`src/rtl/pll_lock_sequencer.sv`:
```
// PLL lock sequencer: drives an SB_PLL40_CORE's RESETB/BYPASS pins and watches LOCK.
// It holds the PLL in reset, waits for lock with a timeout and requires lock to stay
// stable before raising ready. Lock failures are retried a bounded number of times
// before the block parks in FAULT.
// Optional feature macro: PLL_BYPASS_FALLBACK_EN. When it is defined, FAULT runs
// the PLL in bypass so that downstream logic can keep going on the reference clock.
module pll_lock_sequencer #(
  parameter int unsigned RESET_CYCLES  = 16,
  parameter int unsigned LOCK_TIMEOUT  = 22500,
  parameter int unsigned STABLE_CYCLES = 1024,
  parameter int unsigned MAX_RETRIES   = 3,
  parameter int unsigned CNT_W         = 16
) (
  input  logic                               clock_in,
  input  logic                               reset_n,
  input  logic                               restart,
  input  logic                               pll_locked,
  output logic                               pll_resetb,
  output logic                               pll_bypass,
  output logic                               ready,
  output logic                               fault,
  output logic                               lock_lost,
  output logic [$clog2(MAX_RETRIES+1)-1:0]   retry_count
);

  localparam int unsigned RetryW = $clog2(MAX_RETRIES + 1);

  localparam logic [CNT_W-1:0]  ResetLast   = CNT_W'(RESET_CYCLES - 1);
  localparam logic [CNT_W-1:0]  TimeoutLast = CNT_W'(LOCK_TIMEOUT - 1);
  localparam logic [CNT_W-1:0]  StableLast  = CNT_W'(STABLE_CYCLES - 1);
  localparam logic [RetryW-1:0] RetryMax    = RetryW'(MAX_RETRIES);

  // The shared counter must reach every terminal count without wrapping.
  localparam longint unsigned CntSpan = 64'd1 << CNT_W;
  localparam bit ParamsOk = (CntSpan > 64'(RESET_CYCLES)) &&
                            (CntSpan > 64'(LOCK_TIMEOUT)) &&
                            (CntSpan > 64'(STABLE_CYCLES)) &&
                            (RESET_CYCLES >= 1) && (MAX_RETRIES >= 1);

  if (!ParamsOk) begin : g_param_check
    $error("pll_lock_sequencer: CNT_W too narrow or RESET_CYCLES/MAX_RETRIES below 1");
  end

  typedef enum logic [2:0] {
    StResetHold,
    StWaitLock,
    StStabilize,
    StRun,
    StFault
  } state_e;

  state_e              r_state;
  state_e              w_next_state;
  logic [CNT_W-1:0]    r_cnt;
  logic [CNT_W-1:0]    w_next_cnt;
  logic [RetryW-1:0]   r_retry;
  logic [RetryW-1:0]   w_next_retry;
  logic                r_sync1;
  logic                r_sync2;
  logic                w_locked_s;
  logic                w_retry_path;
  logic                w_lock_lost_d;
  logic                w_resetb_d;
  logic                w_bypass_d;
  logic                w_ready_d;
  logic                w_fault_d;
  logic                r_pll_resetb;
  logic                r_pll_bypass;
  logic                r_ready;
  logic                r_fault;
  logic                r_lock_lost;

  assign w_locked_s = r_sync2;

  // Two-flop synchronizer for the asynchronous PLL LOCK signal.
  always_ff @(posedge clock_in or negedge reset_n) begin
    if (!reset_n) begin
      r_sync1 <= 1'b0;
      r_sync2 <= 1'b0;
    end else begin
      r_sync1 <= pll_locked;
      r_sync2 <= r_sync1;
    end
  end

  // Next-state, counter and retry bookkeeping; restart overrides everything.
  always_comb begin
    w_next_state  = r_state;
    w_next_cnt    = r_cnt;
    w_next_retry  = r_retry;
    w_retry_path  = 1'b0;
    w_lock_lost_d = 1'b0;
    if (restart) begin
      w_next_state = StResetHold;
      w_next_cnt   = '0;
      w_next_retry = '0;
    end else begin
      unique case (r_state)
        StResetHold: begin
          if (r_cnt == ResetLast) begin
            w_next_state = StWaitLock;
            w_next_cnt   = '0;
          end else begin
            w_next_cnt = r_cnt + 1'b1;
          end
        end
        StWaitLock: begin
          if (w_locked_s) begin
            w_next_state = StStabilize;
            w_next_cnt   = '0;
          end else if (r_cnt == TimeoutLast) begin
            w_retry_path = 1'b1;
          end else begin
            w_next_cnt = r_cnt + 1'b1;
          end
        end
        StStabilize: begin
          // A drop on the final stable cycle still counts as a failure.
          if (!w_locked_s) begin
            w_retry_path = 1'b1;
          end else if (r_cnt == StableLast) begin
            w_next_state = StRun;
            w_next_cnt   = '0;
            w_next_retry = '0;
          end else begin
            w_next_cnt = r_cnt + 1'b1;
          end
        end
        StRun: begin
          if (!w_locked_s) begin
            w_lock_lost_d = 1'b1;
            w_retry_path  = 1'b1;
          end
        end
        StFault: begin
          w_next_state = StFault;
        end
        default: begin
          w_next_state = StResetHold;
          w_next_cnt   = '0;
        end
      endcase

      if (w_retry_path) begin
        w_next_cnt = '0;
        if (r_retry == RetryMax) begin
          w_next_state = StFault;
        end else begin
          w_next_retry = r_retry + 1'b1;
          w_next_state = StResetHold;
        end
      end
    end
  end

  // Output decode from the next state so the registered outputs track the state register.
  always_comb begin
    w_resetb_d = (w_next_state == StWaitLock) || (w_next_state == StStabilize) ||
                 (w_next_state == StRun);
    w_ready_d  = (w_next_state == StRun);
    w_fault_d  = (w_next_state == StFault);
    w_bypass_d = 1'b0;
`ifdef PLL_BYPASS_FALLBACK_EN
    if (w_next_state == StFault) begin
      w_resetb_d = 1'b1;
      w_bypass_d = 1'b1;
      w_ready_d  = 1'b1;
    end
`endif
  end

  // State, counter, retry count and registered outputs.
  always_ff @(posedge clock_in or negedge reset_n) begin
    if (!reset_n) begin
      r_state      <= StResetHold;
      r_cnt        <= '0;
      r_retry      <= '0;
      r_pll_resetb <= 1'b0;
      r_pll_bypass <= 1'b0;
      r_ready      <= 1'b0;
      r_fault      <= 1'b0;
      r_lock_lost  <= 1'b0;
    end else begin
      r_state      <= w_next_state;
      r_cnt        <= w_next_cnt;
      r_retry      <= w_next_retry;
      r_pll_resetb <= w_resetb_d;
      r_pll_bypass <= w_bypass_d;
      r_ready      <= w_ready_d;
      r_fault      <= w_fault_d;
      r_lock_lost  <= w_lock_lost_d;
    end
  end

  assign pll_resetb  = r_pll_resetb;
  assign pll_bypass  = r_pll_bypass;
  assign ready       = r_ready;
  assign fault       = r_fault;
  assign lock_lost   = r_lock_lost;
  assign retry_count = r_retry;

endmodule

```
`config.mk`:
```
export PLATFORM = sky130hd
export DESIGN_NAME = pll_lock_sequencer
export DESIGN_NICKNAME = d
export VERILOG_FILES = /design/src/rtl/pll_lock_sequencer.sv
export SDC_FILE = /design/constraint.sdc
export NUM_CORES = 1
export LEC_CHECK = 0
export BUFFER_PORTS_ARGS = -buffer_cell sky130_fd_sc_hd__buf_2
export CAP_MARGIN = 20
export CORE_ASPECT_RATIO = 0.75
export CORE_MARGIN = 4
export CORE_UTILIZATION = 51
export DETAILED_ROUTE_END_ITERATION = 10
export PLACE_DENSITY = 0.69
export SETUP_SLACK_MARGIN = 0.1
export SLEW_MARGIN = 15
export SYNTH_ARGS = -nofsm -noshare
export SYNTH_HDL_FRONTEND = slang
export SYNTH_SLANG_ARGS = --single-unit
```
`constraint.sdc`:
```
create_clock -name clock_in -period 2.65 [get_ports clock_in]
set_input_delay 0.795 -clock clock_in [delete_from_list [all_inputs] [get_ports clock_in]]
set_output_delay 0.795 -clock clock_in [all_outputs]
set_load 0.02 [all_outputs]
```
======== Word-level counts from Yosys, hierarchy flattened ========
Index checks and enable logic that the tools add are counted.
word-level totals
  bits in registers ....................... 27
  logic and storage cells ................. 61
operators by class
  add/sub/neg operators ................... 2
  equality and inequality tests ........... 15
  mux-type cells .......................... 29
  reductions and logical operators ........ 6
operators by type and width
  cell                                                                count
  16-bit two-way mux                                                  7
  16-bit case mux with 4 select lines                                 1
  3-bit two-way mux                                                   7
  16-bit by 1-bit adder with 16-bit output (second input constant)    1
  16-bit by 10-bit == test with 1-bit output (second input constant)  1
  16-bit by 15-bit == test with 1-bit output (second input constant)  1
  16-bit by 4-bit == test with 1-bit output (second input constant)   1
  3-bit case mux with 5 select lines                                  1
  3-bit by 2-bit == test with 1-bit output (second input constant)    4
  2-bit two-way mux                                                   6
  3-bit by 1-bit == test with 1-bit output (second input constant)    2
  3-bit == test (second input constant)                               2
  1-bit two-way mux                                                   6
  5-bit != test (second input constant)                               1
  4-bit != test (second input constant)                               1
  2-bit OR reduction                                                  2
  3-bit logical NOT                                                   1
  3-bit by 1-bit != test with 1-bit output (second input constant)    1
  3-bit AND reduction                                                 1
  2-bit by 1-bit adder with 2-bit output (second input constant)      1
  2-bit == test (second input constant)                               1
  1-bit logical OR                                                    2
  1-bit case mux with 2 select lines                                  1

======== Depth between registers and ports, before layout ========
  depth in word-level cells ............... 10
  depth in mapped cells ................... 8

======== Worst setup path before layout ========
No wires, ideal clock.
  path type ............................... reg-to-reg
  start ................................... register r_state[2]
  end ..................................... register r_retry[0] (netlist: retry_count[0])
  library setup time ...................... 0.072 ns
  data arrival time ....................... 2.124 ns
  required time ........................... 2.578 ns
  setup slack ............................. 0.454 ns
  stages on the path, launching flop included .. 8
  buffers on the path ..................... 1
  clock period less this slack ............ 2.196 ns
  cells stage by stage .................... dfrtp_1 -> buf_6 -> or4b_4 -> nor4_4 -> a21o_1 -> nor2b_1 -> mux2_2 -> nor2_1
between the ends
  longest elaborated chain between the ends .. 6
  elaborated cells between the ends (all ways) .. 10
  those cells by class .................... eq/ne: 3; mux: 6; reduce/logical: 1
RTL lines
  element                                   line  source
  start: declaration                        52    state_e r_state;
  start signal: assignment                  175   r_state <= StResetHold;
  start signal: assignment                  184   r_state <= w_next_state;
  3-bit by 2-bit == test with 1-bit output  98    unique case (r_state)
  2-bit OR reduction (no source line)       --
  1-bit case mux with 2 select lines        98
  1-bit two-way mux                         93    if (restart) begin
  2-bit two-way mux *                       144   if (w_retry_path) begin
  2-bit two-way mux *                       93
  named net w_next_retry[0]                 57    logic [RetryW-1:0] w_next_retry;
  end signal: assignment                    186   r_retry <= w_next_retry;
  end: declaration                          56    logic [RetryW-1:0] r_retry;
The timed path passes the listed nets; every way through them passes the cells marked *. The select of a mux whose other input is x is not followed.
A chain may end at the register's enable or synchronous reset.

======== Final worst setup path ========
  start ................................... register r_state[1]
  end ..................................... register r_retry[0] (netlist: retry_count[0])
Same word-level chain as after synthesis.

==> run_summary.xml <==
<?xml version="1.0" encoding="UTF-8"?>
<metrics>
  <group name="worst_setup_path">
    <metric name="crit_path_max_fo" unit="">8</metric>
    <metric name="timing.critical_path.cells" unit="">or4b_4, nor4_4, a21o_1, nor2b_1, mux2_2, nor2_1</metric>
    <metric name="slowest_delay" unit="ns">0.59</metric>
    <metric name="setup.reg_to_reg.worst_slack" unit="ns">0.26</metric>
    <metric name="worstRegToRegCells" unit="">6</metric>
    <metric name="worstPathRequired" unit="ns">2.86</metric>
    <metric name="timing.critical_path.slowest_stage_cell" unit="">or4b_4</metric>
    <metric name="worst_setup_path_end_kind" unit="">register</metric>
    <metric name="critPathLaunch" unit="">r_state[1]$_DFF_PN0_</metric>
    <metric name="worst_r2r_endpoint" unit="">retry_count[0]$_DFF_PN0_</metric>
    <metric name="r2r_start" unit="">r_state[1]$_DFF_PN0_</metric>
    <metric name="setup.worst_path.class" unit="">reg -&gt; reg</metric>
    <metric name="start_kind" unit="">register</metric>
    <metric name="critPathArrivalTime" unit="ns">2.60</metric>
  </group>
  <group name="synthesis">
    <metric name="synthesized_area_per_cell" unit="sq um">9.314</metric>
    <metric name="mappedNetlistNets" unit="">168</metric>
    <metric name="synthDominantCellAreaShare" unit="">0.4478</metric>
    <metric name="synth.ff_latch_count" unit="">27</metric>
    <metric name="ys_async_sr_fraction" unit="">1.000</metric>
    <metric name="synth_area_leaders" unit="">dfrtp_1 (45%), nand2_1 (5.0%), a21oi_1 (3.6%), nand3_1 (3.6%), a21o_1 (3.5%)</metric>
    <metric name="post-synth-top-area-cell" unit="">dfrtp_1</metric>
    <metric name="synth_area" unit="sq um">1509</metric>
    <metric name="synthFlopType" unit="">dfrtp_1</metric>
    <metric name="syn-instance-count" unit="">162</metric>
    <metric name="ys_seq_area_frac" unit="">0.4478</metric>
    <metric name="yosys_warnings" unit="">0</metric>
    <metric name="synth_edf_count" unit="">0</metric>
    <metric name="synth_cell_type_count" unit="">44</metric>
  </group>
  <group name="clocking">
    <metric name="clock_pin_slew_on_the_worst_setup_and_hold_paths" unit="ns">0.09</metric>
    <metric name="clockBufferDepth" unit="">2</metric>
    <metric name="clock_sinks" unit="">27</metric>
    <metric name="cts_tree" unit="">done</metric>
    <metric name="cts_hold_repair.buffers" unit="">0</metric>
    <metric name="numCtsBuffers" unit="">3</metric>
    <metric name="clock_tree.root_cell" unit="">clkbuf_8</metric>
    <metric name="clock_latency" unit="ns">0.27</metric>
    <metric name="h-tree-depth" unit="">1</metric>
  </group>
  <group name="global_routing">
    <metric name="track_usage" unit="">0.1848</metric>
    <metric name="grt_max_degree" unit="">28</metric>
    <metric name="grt_pass1_wl" unit="mm">5.526</metric>
    <metric name="number_of_antenna_violations_at_the_first_check_in_global_routing" unit="">0</metric>
    <metric name="grt-ovfl-total" unit="">0</metric>
    <metric name="grt_pass1_vias" unit="">1143</metric>
  </group>
  <group name="final_layout">
    <metric name="final_cell_mix" unit="">dfrtp_1 (27), nand2_1 (20), nand3_1 (11), a21oi_1 (11), buf_2 (9)</metric>
    <metric name="fillCellCount" unit="">262</metric>
    <metric name="area_growth" unit="%">8.126</metric>
    <metric name="numnets_final" unit="">178</metric>
    <metric name="insertedDiodeCount" unit="">0</metric>
    <metric name="sequential_standard_cell_area" unit="sq um">675.6</metric>
    <metric name="post-route-util" unit="">0.5993</metric>
    <metric name="most_frequent_standard_cell_in_the_layout_excluding_fill_and_tap_cells" unit="">dfrtp_1</metric>
    <metric name="fin_area" unit="sq um">1632</metric>
    <metric name="post_route_cells_drive_above_1_share" unit="">0.1462</metric>
    <metric name="total_area_of_multi_input_combinational_cells" unit="sq um">779.5</metric>
  </group>
  <group name="worst_hold_path">
    <metric name="worst_hold_path.endpoint" unit="">r_sync2$_DFF_PN0_</metric>
    <metric name="worstHoldPathCells" unit="">0</metric>
    <metric name="hold_start" unit="">r_sync1$_DFF_PN0_</metric>
    <metric name="type_of_the_tightest_min_delay_check" unit="">reg -&gt; reg</metric>
  </group>
  <group name="floorplan">
    <metric name="fp.coreArea" unit="sq um">2723</metric>
    <metric name="floorplan.die.width" unit="um">70.81</metric>
    <metric name="floorplan.initialDensity" unit="">0.5542</metric>
    <metric name="chipHeight" unit="um">55.11</metric>
    <metric name="io-pin-count" unit="">11</metric>
    <metric name="std_cell_rows" unit="">16</metric>
    <metric name="dieArea" unit="sq um">3902</metric>
  </group>
  <group name="sta">
    <metric name="worst_pin_slew" unit="ns">0.6385</metric>
    <metric name="finalSetupViolations" unit="">0</metric>
    <metric name="slew_headroom" unit="">0.5719</metric>
    <metric name="setup_total_negative_slack" unit="ns">0</metric>
    <metric name="fin_crit" unit="ns">2.391</metric>
    <metric name="setup_repair_after_global_routing_missed_its_margin" unit="">no</metric>
    <metric name="report.final.slew_viol_count" unit="">0</metric>
    <metric name="worst_clock_skew" unit="ns">0.004901</metric>
    <metric name="finalHoldViolCount" unit="">0</metric>
    <metric name="timing.fmax" unit="GHz">0.4182</metric>
    <metric name="post-route-period-util" unit="">0.9023</metric>
  </group>
  <group name="drt">
    <metric name="wl_per_cell" unit="um">15.77</metric>
    <metric name="final_antenna_net_count" unit="">0</metric>
    <metric name="first_iter_violations" unit="">112</metric>
    <metric name="detail_route.drc_violations" unit="">0</metric>
    <metric name="number_of_vias_per_cell" unit="">6.019</metric>
    <metric name="dr_total_vias" unit="">1246</metric>
    <metric name="postRouteWirelength" unit="mm">3.265</metric>
    <metric name="firstDrtPassIters" unit="">4</metric>
  </group>
  <group name="status">
    <metric name="outcome" unit="">completed</metric>
  </group>
  <group name="placement">
    <metric name="dpl_cell_area" unit="sq um">1568</metric>
    <metric name="gpl.final_weighted_congestion" unit="">0.8331</metric>
    <metric name="io_buffers" unit="">9</metric>
    <metric name="dp.final_hpwl" unit="mm">2.362</metric>
  </group>
  <group name="power_and_ir_drop">
    <metric name="vdd.ir_drop.worst" unit="uV">355.5</metric>
    <metric name="power_density" unit="nW/um^2">425.5</metric>
    <metric name="power_switching" unit="uW">157.4</metric>
    <metric name="totalPowerFinal" unit="uW">694.3</metric>
    <metric name="power.switching_fraction" unit="">0.2267</metric>
    <metric name="combinationalPowerShare" unit="">0.052</metric>
    <metric name="power_report.internal_total" unit="uW">536.9</metric>
    <metric name="seq_power_share" unit="">0.609</metric>
    <metric name="power.leakage" unit="uW">0.0007553</metric>
    <metric name="clock_power_share" unit="">0.339</metric>
  </group>
  <group name="run">
    <metric name="max_cap_violations" unit="">0</metric>
  </group>
</metrics>
[cells by family after synthesis]
| group | share of synthesized area |
|---|---|
| xor gates and xnor gates | 0.01742 |
| buffers and inverters | 0.03813 |
| other | 0.002485 |
| muxes | 0.02073 |
| DFF | 0.4478 |
| and+or+nand+nor | 0.2985 |
| adders and majority gates | 0.01658 |
| AOI/OAI and AO/OA | 0.1584 |
[Yosys cell counts, types with 2 or more instances]
| cell type | number |
|---|---|
| or3_1 | 3 |
| inv_1 | 3 |
| dfrtp_1 | 27 |
| nand4_1 | 5 |
| nor3b_1 | 2 |
| nand2_1 | 20 |
| nor3_1 | 5 |
| o21ai_0 | 6 |
| nor4_1 | 4 |
| xnor2_1 | 3 |
| nand3_1 | 11 |
| nand2b_1 | 2 |
| o22ai_1 | 2 |
| ha_1 | 2 |
| or4_1 | 2 |
| a21oi_1 | 11 |
| and3_1 | 4 |
| or3b_2 | 2 |
| mux2i_1 | 2 |
| buf_4 | 2 |
| clkbuf_1 | 4 |
| nor2b_1 | 2 |
| a21o_1 | 7 |
| nand3b_1 | 3 |
| a22o_1 | 2 |
| nor2_1 | 8 |
[repair_timing]
action,CTS,global route
resized for setup,0,1
setup buffers,0,2
endpoints found under the setup margin,0,10
[area by class of cell]
class / instances / share of cell area
repair buffers: 13 / 0.04601
well taps: 36 / 0.02761
flip-flops and latches: 27 / 0.4141
clock buffers: 4 / 0.02761
inverters: 3 / 0.006902
multi-input cells: 124 / 0.4778
[worst max-delay path by stage]
| stage | slack, ns | endpoint | depth (start not counted) |
|---|---|---|---|
| after floorplan | 0.45 | retry_count[0]$_DFF_PN0_ | 7 |
| after global placement | 0.25 | r_cnt[2]$_DFFE_PN0P_ | 7 |
| after detailed placement | 0.11 | r_cnt[11]$_DFFE_PN0P_ | 7 |
| after CTS | 0.22 | r_cnt[10]$_DFFE_PN0P_ | 5 |
| after global routing | 0.17 | retry_count[0]$_DFF_PN0_ | 6 |
| final | 0.26 | retry_count[0]$_DFF_PN0_ | 6 |
[per-layer routing]
layer | global-route usage | vias up | wire, um
met5 | 0 | - | 0
met4 | 0.03750 | 0 | 15
met3 | 0.04513 | 4 | 227
met2 | 0.2892 | 39 | 1425
met1 | 0.2639 | 592 | 1597
li1 | - | 611 | -
[flip-flops by register name, summed over array words and instances (netlist names)]
register     count
fault            1
lock_lost        1
pll_resetb       1
r_cnt           16
r_state          3
r_sync1          1
r_sync2          1
ready            1
retry_count      2
[power by group through the flow]
stage	Sequential (uW)	Combinational [uW]	Clock, uW
2_1_floorplan	430	22.5	0
3_3_place_gp	431	35.3	0
3_5_place_dp	431	36.2	0
4_1_cts	423	36.4	242
5_1_grt	424	42.0	261
6_report	423	36.1	235
[critical path: cells and delay by family (launching register included)]
family	cells	cell delay (ns)
flip-flops	1	0.46
AO/OA/AOI/OAI	1	0.25
multiplexers	1	0.36
AND/OR/NAND/NOR	4	1.27
[stage by stage]
stage	std cells	setup slack [ns]	hold slack, ns
finish	207	0.2589	0.3550
global route	207	0.1693	0.3772
CTS	205	0.2184	0.3630
detailed placement	201	0.1137	0.3410
global placement	201	0.2495	0.3376
floorplan	162	0.4540	0.3312
Note: power is estimated with default switching activity, not from simulation.
